$ cat src/rtl/acc_fifo_port_if.sv
// Router/accelerator handshake bundle for one acc_fifo_port instance.
// The master side is the router/accelerator pair; the slave side is the FIFO port.
interface acc_fifo_port_if #(
   parameter int AW = 4
);
   logic          enable;
   logic          put_req;
   logic [31:0]   data_in;
   logic          get_req;
   logic [31:0]   data_out;
   logic          to_empty;
   logic          to_full;
   logic          from_empty;
   logic          from_full;
   logic          acc_rd_req;
   logic [31:0]   acc_rd_data;
   logic          acc_rd_valid;
   logic          acc_wr_req;
   logic [31:0]   acc_wr_data;
   logic [AW:0]   to_count;
   logic [AW:0]   from_count;
   logic          err_overflow;
   logic          err_underflow;

   modport master (
      output enable, put_req, data_in, get_req, acc_rd_req, acc_wr_req, acc_wr_data,
      input  data_out, to_empty, to_full, from_empty, from_full, acc_rd_data,
             acc_rd_valid, to_count, from_count, err_overflow, err_underflow
   );

   modport slave (
      input  enable, put_req, data_in, get_req, acc_rd_req, acc_wr_req, acc_wr_data,
      output data_out, to_empty, to_full, from_empty, from_full, acc_rd_data,
             acc_rd_valid, to_count, from_count, err_overflow, err_underflow
   );
endinterface

$ cat src/rtl/acc_fifo_port.sv
// Accelerator-side responder: a to-acc FIFO (router push, accelerator pop) and a
// from-acc FIFO (accelerator push, router pop), with sticky protocol-error flags.
module acc_fifo_port #(
   parameter int DEPTH = 16,
   parameter int AW    = 4
) (
   input  logic             clk,
   input  logic             reset,
   acc_fifo_port_if.slave   bus
);
   localparam logic [AW:0]   CNT_FULL = (AW+1)'(DEPTH);
   localparam logic [AW:0]   CNT_ONE  = (AW+1)'(1);
   localparam logic [AW:0]   CNT_ZERO = {(AW+1){1'b0}};
   localparam logic [AW-1:0] PTR_ONE  = AW'(1);
   localparam logic [AW-1:0] PTR_ZERO = {AW{1'b0}};

   logic [31:0]   to_mem_q   [DEPTH];
   logic [31:0]   from_mem_q [DEPTH];

   logic [AW-1:0] to_wptr_q, to_wptr_d, to_rptr_q, to_rptr_d;
   logic [AW-1:0] from_wptr_q, from_wptr_d, from_rptr_q, from_rptr_d;
   logic [AW:0]   to_count_q, to_count_d, from_count_q, from_count_d;
   logic [31:0]   data_out_q, data_out_d, acc_rd_data_q, acc_rd_data_d;
   logic          acc_rd_valid_q, acc_rd_valid_d;
   logic          err_overflow_q, err_overflow_d, err_underflow_q, err_underflow_d;

   logic run_s;
   logic to_empty_s, to_full_s, from_empty_s, from_full_s;
   logic to_push_s, to_pop_s, from_push_s, from_pop_s;

   // Flags come from the registered count, so same-cycle requests never affect them.
   assign to_empty_s   = (to_count_q == CNT_ZERO);
   assign to_full_s    = (to_count_q == CNT_FULL);
   assign from_empty_s = (from_count_q == CNT_ZERO);
   assign from_full_s  = (from_count_q == CNT_FULL);

   assign run_s       = bus.enable & ~reset;
   assign to_push_s   = run_s & bus.put_req    & ~to_full_s;
   assign to_pop_s    = run_s & bus.acc_rd_req & ~to_empty_s;
   assign from_push_s = run_s & bus.acc_wr_req & ~from_full_s;
   assign from_pop_s  = run_s & bus.get_req    & ~from_empty_s;

   // Next-state for pointers, counts, read registers and error flags.
   always_comb begin
      to_wptr_d       = to_wptr_q;
      to_rptr_d       = to_rptr_q;
      from_wptr_d     = from_wptr_q;
      from_rptr_d     = from_rptr_q;
      to_count_d      = to_count_q;
      from_count_d    = from_count_q;
      data_out_d      = data_out_q;
      acc_rd_data_d   = acc_rd_data_q;
      acc_rd_valid_d  = 1'b0;
      err_overflow_d  = err_overflow_q;
      err_underflow_d = err_underflow_q;
      if (!run_s) begin
         to_wptr_d       = PTR_ZERO;
         to_rptr_d       = PTR_ZERO;
         from_wptr_d     = PTR_ZERO;
         from_rptr_d     = PTR_ZERO;
         to_count_d      = CNT_ZERO;
         from_count_d    = CNT_ZERO;
         data_out_d      = 32'h0000_0000;
         acc_rd_data_d   = 32'h0000_0000;
         err_overflow_d  = 1'b0;
         err_underflow_d = 1'b0;
      end else begin
         if (to_push_s)   to_wptr_d   = to_wptr_q + PTR_ONE;   else to_wptr_d   = to_wptr_q;
         if (from_push_s) from_wptr_d = from_wptr_q + PTR_ONE; else from_wptr_d = from_wptr_q;
         if (to_pop_s) begin
            to_rptr_d      = to_rptr_q + PTR_ONE;
            acc_rd_data_d  = to_mem_q[to_rptr_q];
            acc_rd_valid_d = 1'b1;
         end else begin
            to_rptr_d      = to_rptr_q;
         end
         if (from_pop_s) begin
            from_rptr_d = from_rptr_q + PTR_ONE;
            data_out_d  = from_mem_q[from_rptr_q];
         end else begin
            from_rptr_d = from_rptr_q;
         end
         case ({to_push_s, to_pop_s})
            2'b10:   to_count_d = to_count_q + CNT_ONE;
            2'b01:   to_count_d = to_count_q - CNT_ONE;
            default: to_count_d = to_count_q;
         endcase
         case ({from_push_s, from_pop_s})
            2'b10:   from_count_d = from_count_q + CNT_ONE;
            2'b01:   from_count_d = from_count_q - CNT_ONE;
            default: from_count_d = from_count_q;
         endcase
         err_overflow_d  = err_overflow_q | (bus.put_req & to_full_s)
                                          | (bus.acc_wr_req & from_full_s);
         err_underflow_d = err_underflow_q | (bus.get_req & from_empty_s)
                                           | (bus.acc_rd_req & to_empty_s);
      end
   end

   // Control state register with synchronous reset.
   always_ff @(posedge clk) begin
      if (reset) begin
         to_wptr_q       <= PTR_ZERO;
         to_rptr_q       <= PTR_ZERO;
         from_wptr_q     <= PTR_ZERO;
         from_rptr_q     <= PTR_ZERO;
         to_count_q      <= CNT_ZERO;
         from_count_q    <= CNT_ZERO;
         data_out_q      <= 32'h0000_0000;
         acc_rd_data_q   <= 32'h0000_0000;
         acc_rd_valid_q  <= 1'b0;
         err_overflow_q  <= 1'b0;
         err_underflow_q <= 1'b0;
      end else begin
         to_wptr_q       <= to_wptr_d;
         to_rptr_q       <= to_rptr_d;
         from_wptr_q     <= from_wptr_d;
         from_rptr_q     <= from_rptr_d;
         to_count_q      <= to_count_d;
         from_count_q    <= from_count_d;
         data_out_q      <= data_out_d;
         acc_rd_data_q   <= acc_rd_data_d;
         acc_rd_valid_q  <= acc_rd_valid_d;
         err_overflow_q  <= err_overflow_d;
         err_underflow_q <= err_underflow_d;
      end
   end

   // Storage arrays are intentionally left uncleared by reset and flush.
   always_ff @(posedge clk) begin
      if (to_push_s)   to_mem_q[to_wptr_q]     <= bus.data_in;
      if (from_push_s) from_mem_q[from_wptr_q] <= bus.acc_wr_data;
   end

   assign bus.data_out      = data_out_q;
   assign bus.acc_rd_data   = acc_rd_data_q;
   assign bus.acc_rd_valid  = acc_rd_valid_q;
   assign bus.to_empty      = to_empty_s;
   assign bus.to_full       = to_full_s;
   assign bus.from_empty    = from_empty_s;
   assign bus.from_full     = from_full_s;
   assign bus.to_count      = to_count_q;
   assign bus.from_count    = from_count_q;
   assign bus.err_overflow  = err_overflow_q;
   assign bus.err_underflow = err_underflow_q;
endmodule

$ cat src/flat_wrapper.sv
// flat-port wrapper written by rule: the top's interface ports become plain ports
module acc_fifo_port_flat 
#(
   parameter int DEPTH = 16,
   parameter int AW    = 4
)
  (clk, reset, bus_enable, bus_put_req, bus_data_in, bus_get_req, bus_acc_rd_req, bus_acc_wr_req, bus_acc_wr_data, bus_data_out, bus_to_empty, bus_to_full, bus_from_empty, bus_from_full, bus_acc_rd_data, bus_acc_rd_valid, bus_to_count, bus_from_count, bus_err_overflow, bus_err_underflow);
  acc_fifo_port_if #(.AW(AW)) bus_i ();
  input  logic clk;
  input  logic reset;
  input wire logic [$bits(bus_i.enable)-1:0] bus_enable;
  input wire logic [$bits(bus_i.put_req)-1:0] bus_put_req;
  input wire logic [$bits(bus_i.data_in)-1:0] bus_data_in;
  input wire logic [$bits(bus_i.get_req)-1:0] bus_get_req;
  input wire logic [$bits(bus_i.acc_rd_req)-1:0] bus_acc_rd_req;
  input wire logic [$bits(bus_i.acc_wr_req)-1:0] bus_acc_wr_req;
  input wire logic [$bits(bus_i.acc_wr_data)-1:0] bus_acc_wr_data;
  output wire logic [$bits(bus_i.data_out)-1:0] bus_data_out;
  output wire logic [$bits(bus_i.to_empty)-1:0] bus_to_empty;
  output wire logic [$bits(bus_i.to_full)-1:0] bus_to_full;
  output wire logic [$bits(bus_i.from_empty)-1:0] bus_from_empty;
  output wire logic [$bits(bus_i.from_full)-1:0] bus_from_full;
  output wire logic [$bits(bus_i.acc_rd_data)-1:0] bus_acc_rd_data;
  output wire logic [$bits(bus_i.acc_rd_valid)-1:0] bus_acc_rd_valid;
  output wire logic [$bits(bus_i.to_count)-1:0] bus_to_count;
  output wire logic [$bits(bus_i.from_count)-1:0] bus_from_count;
  output wire logic [$bits(bus_i.err_overflow)-1:0] bus_err_overflow;
  output wire logic [$bits(bus_i.err_underflow)-1:0] bus_err_underflow;
  assign bus_i.enable = bus_enable;
  assign bus_i.put_req = bus_put_req;
  assign bus_i.data_in = bus_data_in;
  assign bus_i.get_req = bus_get_req;
  assign bus_i.acc_rd_req = bus_acc_rd_req;
  assign bus_i.acc_wr_req = bus_acc_wr_req;
  assign bus_i.acc_wr_data = bus_acc_wr_data;
  assign bus_data_out = bus_i.data_out;
  assign bus_to_empty = bus_i.to_empty;
  assign bus_to_full = bus_i.to_full;
  assign bus_from_empty = bus_i.from_empty;
  assign bus_from_full = bus_i.from_full;
  assign bus_acc_rd_data = bus_i.acc_rd_data;
  assign bus_acc_rd_valid = bus_i.acc_rd_valid;
  assign bus_to_count = bus_i.to_count;
  assign bus_from_count = bus_i.from_count;
  assign bus_err_overflow = bus_i.err_overflow;
  assign bus_err_underflow = bus_i.err_underflow;
  acc_fifo_port #(.DEPTH(DEPTH), .AW(AW)) u_core (.clk(clk), .reset(reset), .bus(bus_i));
endmodule
$ cat config.mk
export PLATFORM = sky130hd
export DESIGN_NAME = acc_fifo_port_flat
export DESIGN_NICKNAME = d
export VERILOG_FILES = /design/src/rtl/acc_fifo_port_if.sv /design/src/rtl/acc_fifo_port.sv /design/src/flat_wrapper.sv
export SDC_FILE = /design/constraint.sdc
export NUM_CORES = 1
export LEC_CHECK = 0
export ABC_AREA = 1
export CORE_MARGIN = 10
export CORE_UTILIZATION = 56
export DETAILED_ROUTE_END_ITERATION = 16
export PLACE_DENSITY = 0.85
export SETUP_SLACK_MARGIN = 0.2
export SYNTH_ARGS = -nofsm -noshare
export SYNTH_HDL_FRONTEND = slang
export SYNTH_SLANG_ARGS = --single-unit
$ cat constraint.sdc
create_clock -name clk -period 8.3 [get_ports clk]
set_input_delay 1.66 -clock clk [delete_from_list [all_inputs] [get_ports clk]]
set_output_delay 1.66 -clock clk [all_outputs]
set_load 0.005 [all_outputs]
==> flow_metrics.env <==
export IMPL_status="completed"
export IMPL_drc=0
export IMPL_synth_commonest_cells="nand2_1, edfxtp_1, nand3_1, inv_1, dfxtp_1"
export IMPL_synth_yosys_warnings=0
export IMPL_pwr_density_cell_nw_per_um2=222
export IMPL_cts_tree="done"
export IMPL_max_cap_viol_count=0
export IMPL_die_width_um=306
export IMPL_crit_arrival_ps=5390
export IMPL_place_area_um2=47500
export IMPL_cts_buffers_inserted=105
export IMPL_crit_path_end_kind="register"
export IMPL_slew_headroom_pct=14.5
export IMPL_io_buffers=151
export IMPL_worstSkewPairLatency_ps=700
export IMPL_crit_required_ps=8890
export IMPL_drtIter0Drc=4105
export IMPL_multi_input_area_um2=11000
export IMPL_yosysUniqueCellTypes=32
export IMPL_synth_most_common_cell="nand2_1"
export IMPL_start_kind="input port"
export IMPL_post_route_period_util_pct=57.8
export IMPL_grt_pass1_vias=30800
export IMPL_final_core_util_pct=63.2
export IMPL_finalNonFillerCells=5283
export IMPL_synthCells=4079
export IMPL_path_max_fanout=35
export IMPL_synth_seq_area_share_pct=71.4
export IMPL_wl_um=113000
export IMPL_preCtsSetupSlack_ps=2920
export IMPL_antenna_found_initial=3
export IMPL_vias_per_cell=5.89
export IMPL_core_area_um2=80700
export IMPL_vias=31100
export IMPL_syn_area_um2=45700
export IMPL_regArea_um2=32600
export IMPL_grt_pass1_wl_um=173000
export IMPL_nets=4219
export IMPL_total_power_mw=11.3
export IMPL_netlist_area_leader_share_pct=67.3
export IMPL_yosysTopAreaCell="edfxtp_1"
export IMPL_cts_setup_buffers=0
export IMPL_setup_ws_ps=3500
export IMPL_synth_area_per_cell_um2=11.2
export IMPL_rsz0062_at_grt="no"
export IMPL_dr_pass1_iters=6
export IMPL_synthTopCellsByArea="edfxtp_1, nand2_1, nand3_1"
export IMPL_fin_area_um2=51000
export IMPL_area_growth_pct=11.6
export IMPL_ctsLongestPathBuffers=3
export IMPL_drive_gt1_share_pct=5.83
export IMPL_p_leak_nw=19.1
export IMPL_ir_worst_vdd_mv=0.201
export IMPL_grt_total_usage_pct=23.5
export IMPL_clockRootBuffer="clkbuf_16"
export IMPL_avgRoutedWirePerCell_um=21.4
export IMPL_ant_nets=0
export IMPL_cts_max_level=3
export IMPL_grt_max_degree=220
export IMPL_hold_viol_final=0
export IMPL_diodes=0
export IMPL_start_util_pct=56.6
export IMPL_ys_seq_elements=1117
export IMPL_min_path_type="reg -> reg"
export IMPL_die_area_um2=93400
export IMPL_synthFlopType="edfxtp_1"
export IMPL_cts_sinks=1117
export IMPL_die_h_um=306
export IMPL_worst_pin_slew_ps=1280
export IMPL_cts_hold_fix_buffers=0
export IMPL_nFillCells=5617
export IMPL_place_hpwl_um=60400
export IMPL_fmaxAchievable_mhz=208
export IMPL_placed_cells=5085
export IMPL_finalSetupViolCount=0
export IMPL_fin_skew_ps=32.8
export IMPL_num_rows=104
export IMPL_async_reset_ff_share_pct=0
export IMPL_synth_edff_count=1024
export IMPL_clk_pin_slew_ps=60
export IMPL_whs_ps=449
export IMPL_cts_resized=0
export IMPL_finalSetupTns_ps=0
export IMPL_min_period_ps=4800
export IMPL_io_pins=152
export IMPL_overflow=0
export IMPL_finalWeightedCongestion=0.813
export IMPL_crit_type="in -> reg"
export IMPL_syn_nets=4166
export IMPL_drv_slew=0
## where the power goes
part / internal [mW] / switching (mW) / leakage [nW]
logic: 0.101 / 0.246 / 7.42
registers: 6.16 / 0.0205 / 9.97
clock network: 2.69 / 2.10 / 1.70
total: 8.94 / 2.36 / 19.1
## logic make-up (layout without fill, tap and decap cells)
kind of cell,Yosys count,after routing,share of synthesized area (%)
XOR/XNOR,8,8,0.153
AND/OR/NAND/NOR,2433,2433,22.2
flip-flops,1117,1117,71.4
adder cells (fa/ha/maj),16,16,0.438
AO/OA/AOI/OAI,65,65,0.772
buffers and inverters,440,584,5.00
## final timing paths
check        slack, ps                   endpoint  cells past startpoint                      start
max               3500   u_core.bus.from_count[4]                     16                bus_get_req
min                450  u_core.bus.acc_rd_data[5]                      2  u_core.bus.acc_rd_data[5]
max reg2reg       4380   u_core.bus.from_count[4]                     17   u_core.bus.from_count[4]
min reg2reg        450  u_core.bus.acc_rd_data[5]                      2  u_core.bus.acc_rd_data[5]
## critical path, cell delays in order
cell and delay [ps]:
clkdlybuf4s50_1 660, nand2_2 600, inv_2 350, nand2_1 100, inv_2 670, ha_1 390
xor2_1 220, ha_1 170, inv_1 30, nand2_1 80, nand3_1 100, nand2_1 70
nand2_1 50, nand2_1 50, nand2_1 40, a21oi_1 110
## flip-flops by register name, indices dropped and copies added (netlist names), 5 cells and up
| register | flops |
|---|---|
| u_core.from_mem_q | 512 |
| u_core.to_mem_q | 512 |
| u_core.bus.acc_rd_data | 32 |
| u_core.bus.data_out | 32 |
| u_core.bus.from_count | 5 |
| u_core.bus.to_count | 5 |
## metal layers
| layer | GRT usage, % | routed length (um) |
|---|---|---|
| met5 | 0 | 18 |
| met4 | 9.59 | 4100 |
| met3 | 3.82 | 11200 |
| met2 | 41.2 | 57600 |
| met1 | 28.8 | 40200 |
## placed cells by master, fill, tap and decap left out, drive strengths merged
| cell | instances |
|---|---|
| edfxtp | 1024 |
| nand4 | 4 |
| o21ai | 29 |
| nor2 | 94 |
| clkinvlp | 1 |
| a21boi | 2 |
| nand3 | 793 |
| clkdlybuf4s50 | 151 |
| xor2 | 8 |
| dfxtp | 93 |
| buf | 28 |
| inv | 211 |
| ha | 16 |
| o31ai | 1 |
| a21oi | 25 |
| nor3 | 4 |
| o211ai | 4 |
| nand2 | 1538 |
| a211oi | 2 |
| clkinv | 45 |
| bufinv | 7 |
| a21o | 2 |
| clkbuf | 141 |
## area by class of cell
type | count | area share (%)
Sequential cell | 1117 | 64.0
Multi-Input combinational cell | 2522 | 21.6
Clock buffer | 141 | 5.68
Timing Repair Buffer | 179 | 3.40
Tap cell | 1060 | 2.60
Inverter | 207 | 1.56
Clock inverter | 57 | 1.08
No activity file was read; power rests on OpenSTA's default activity.
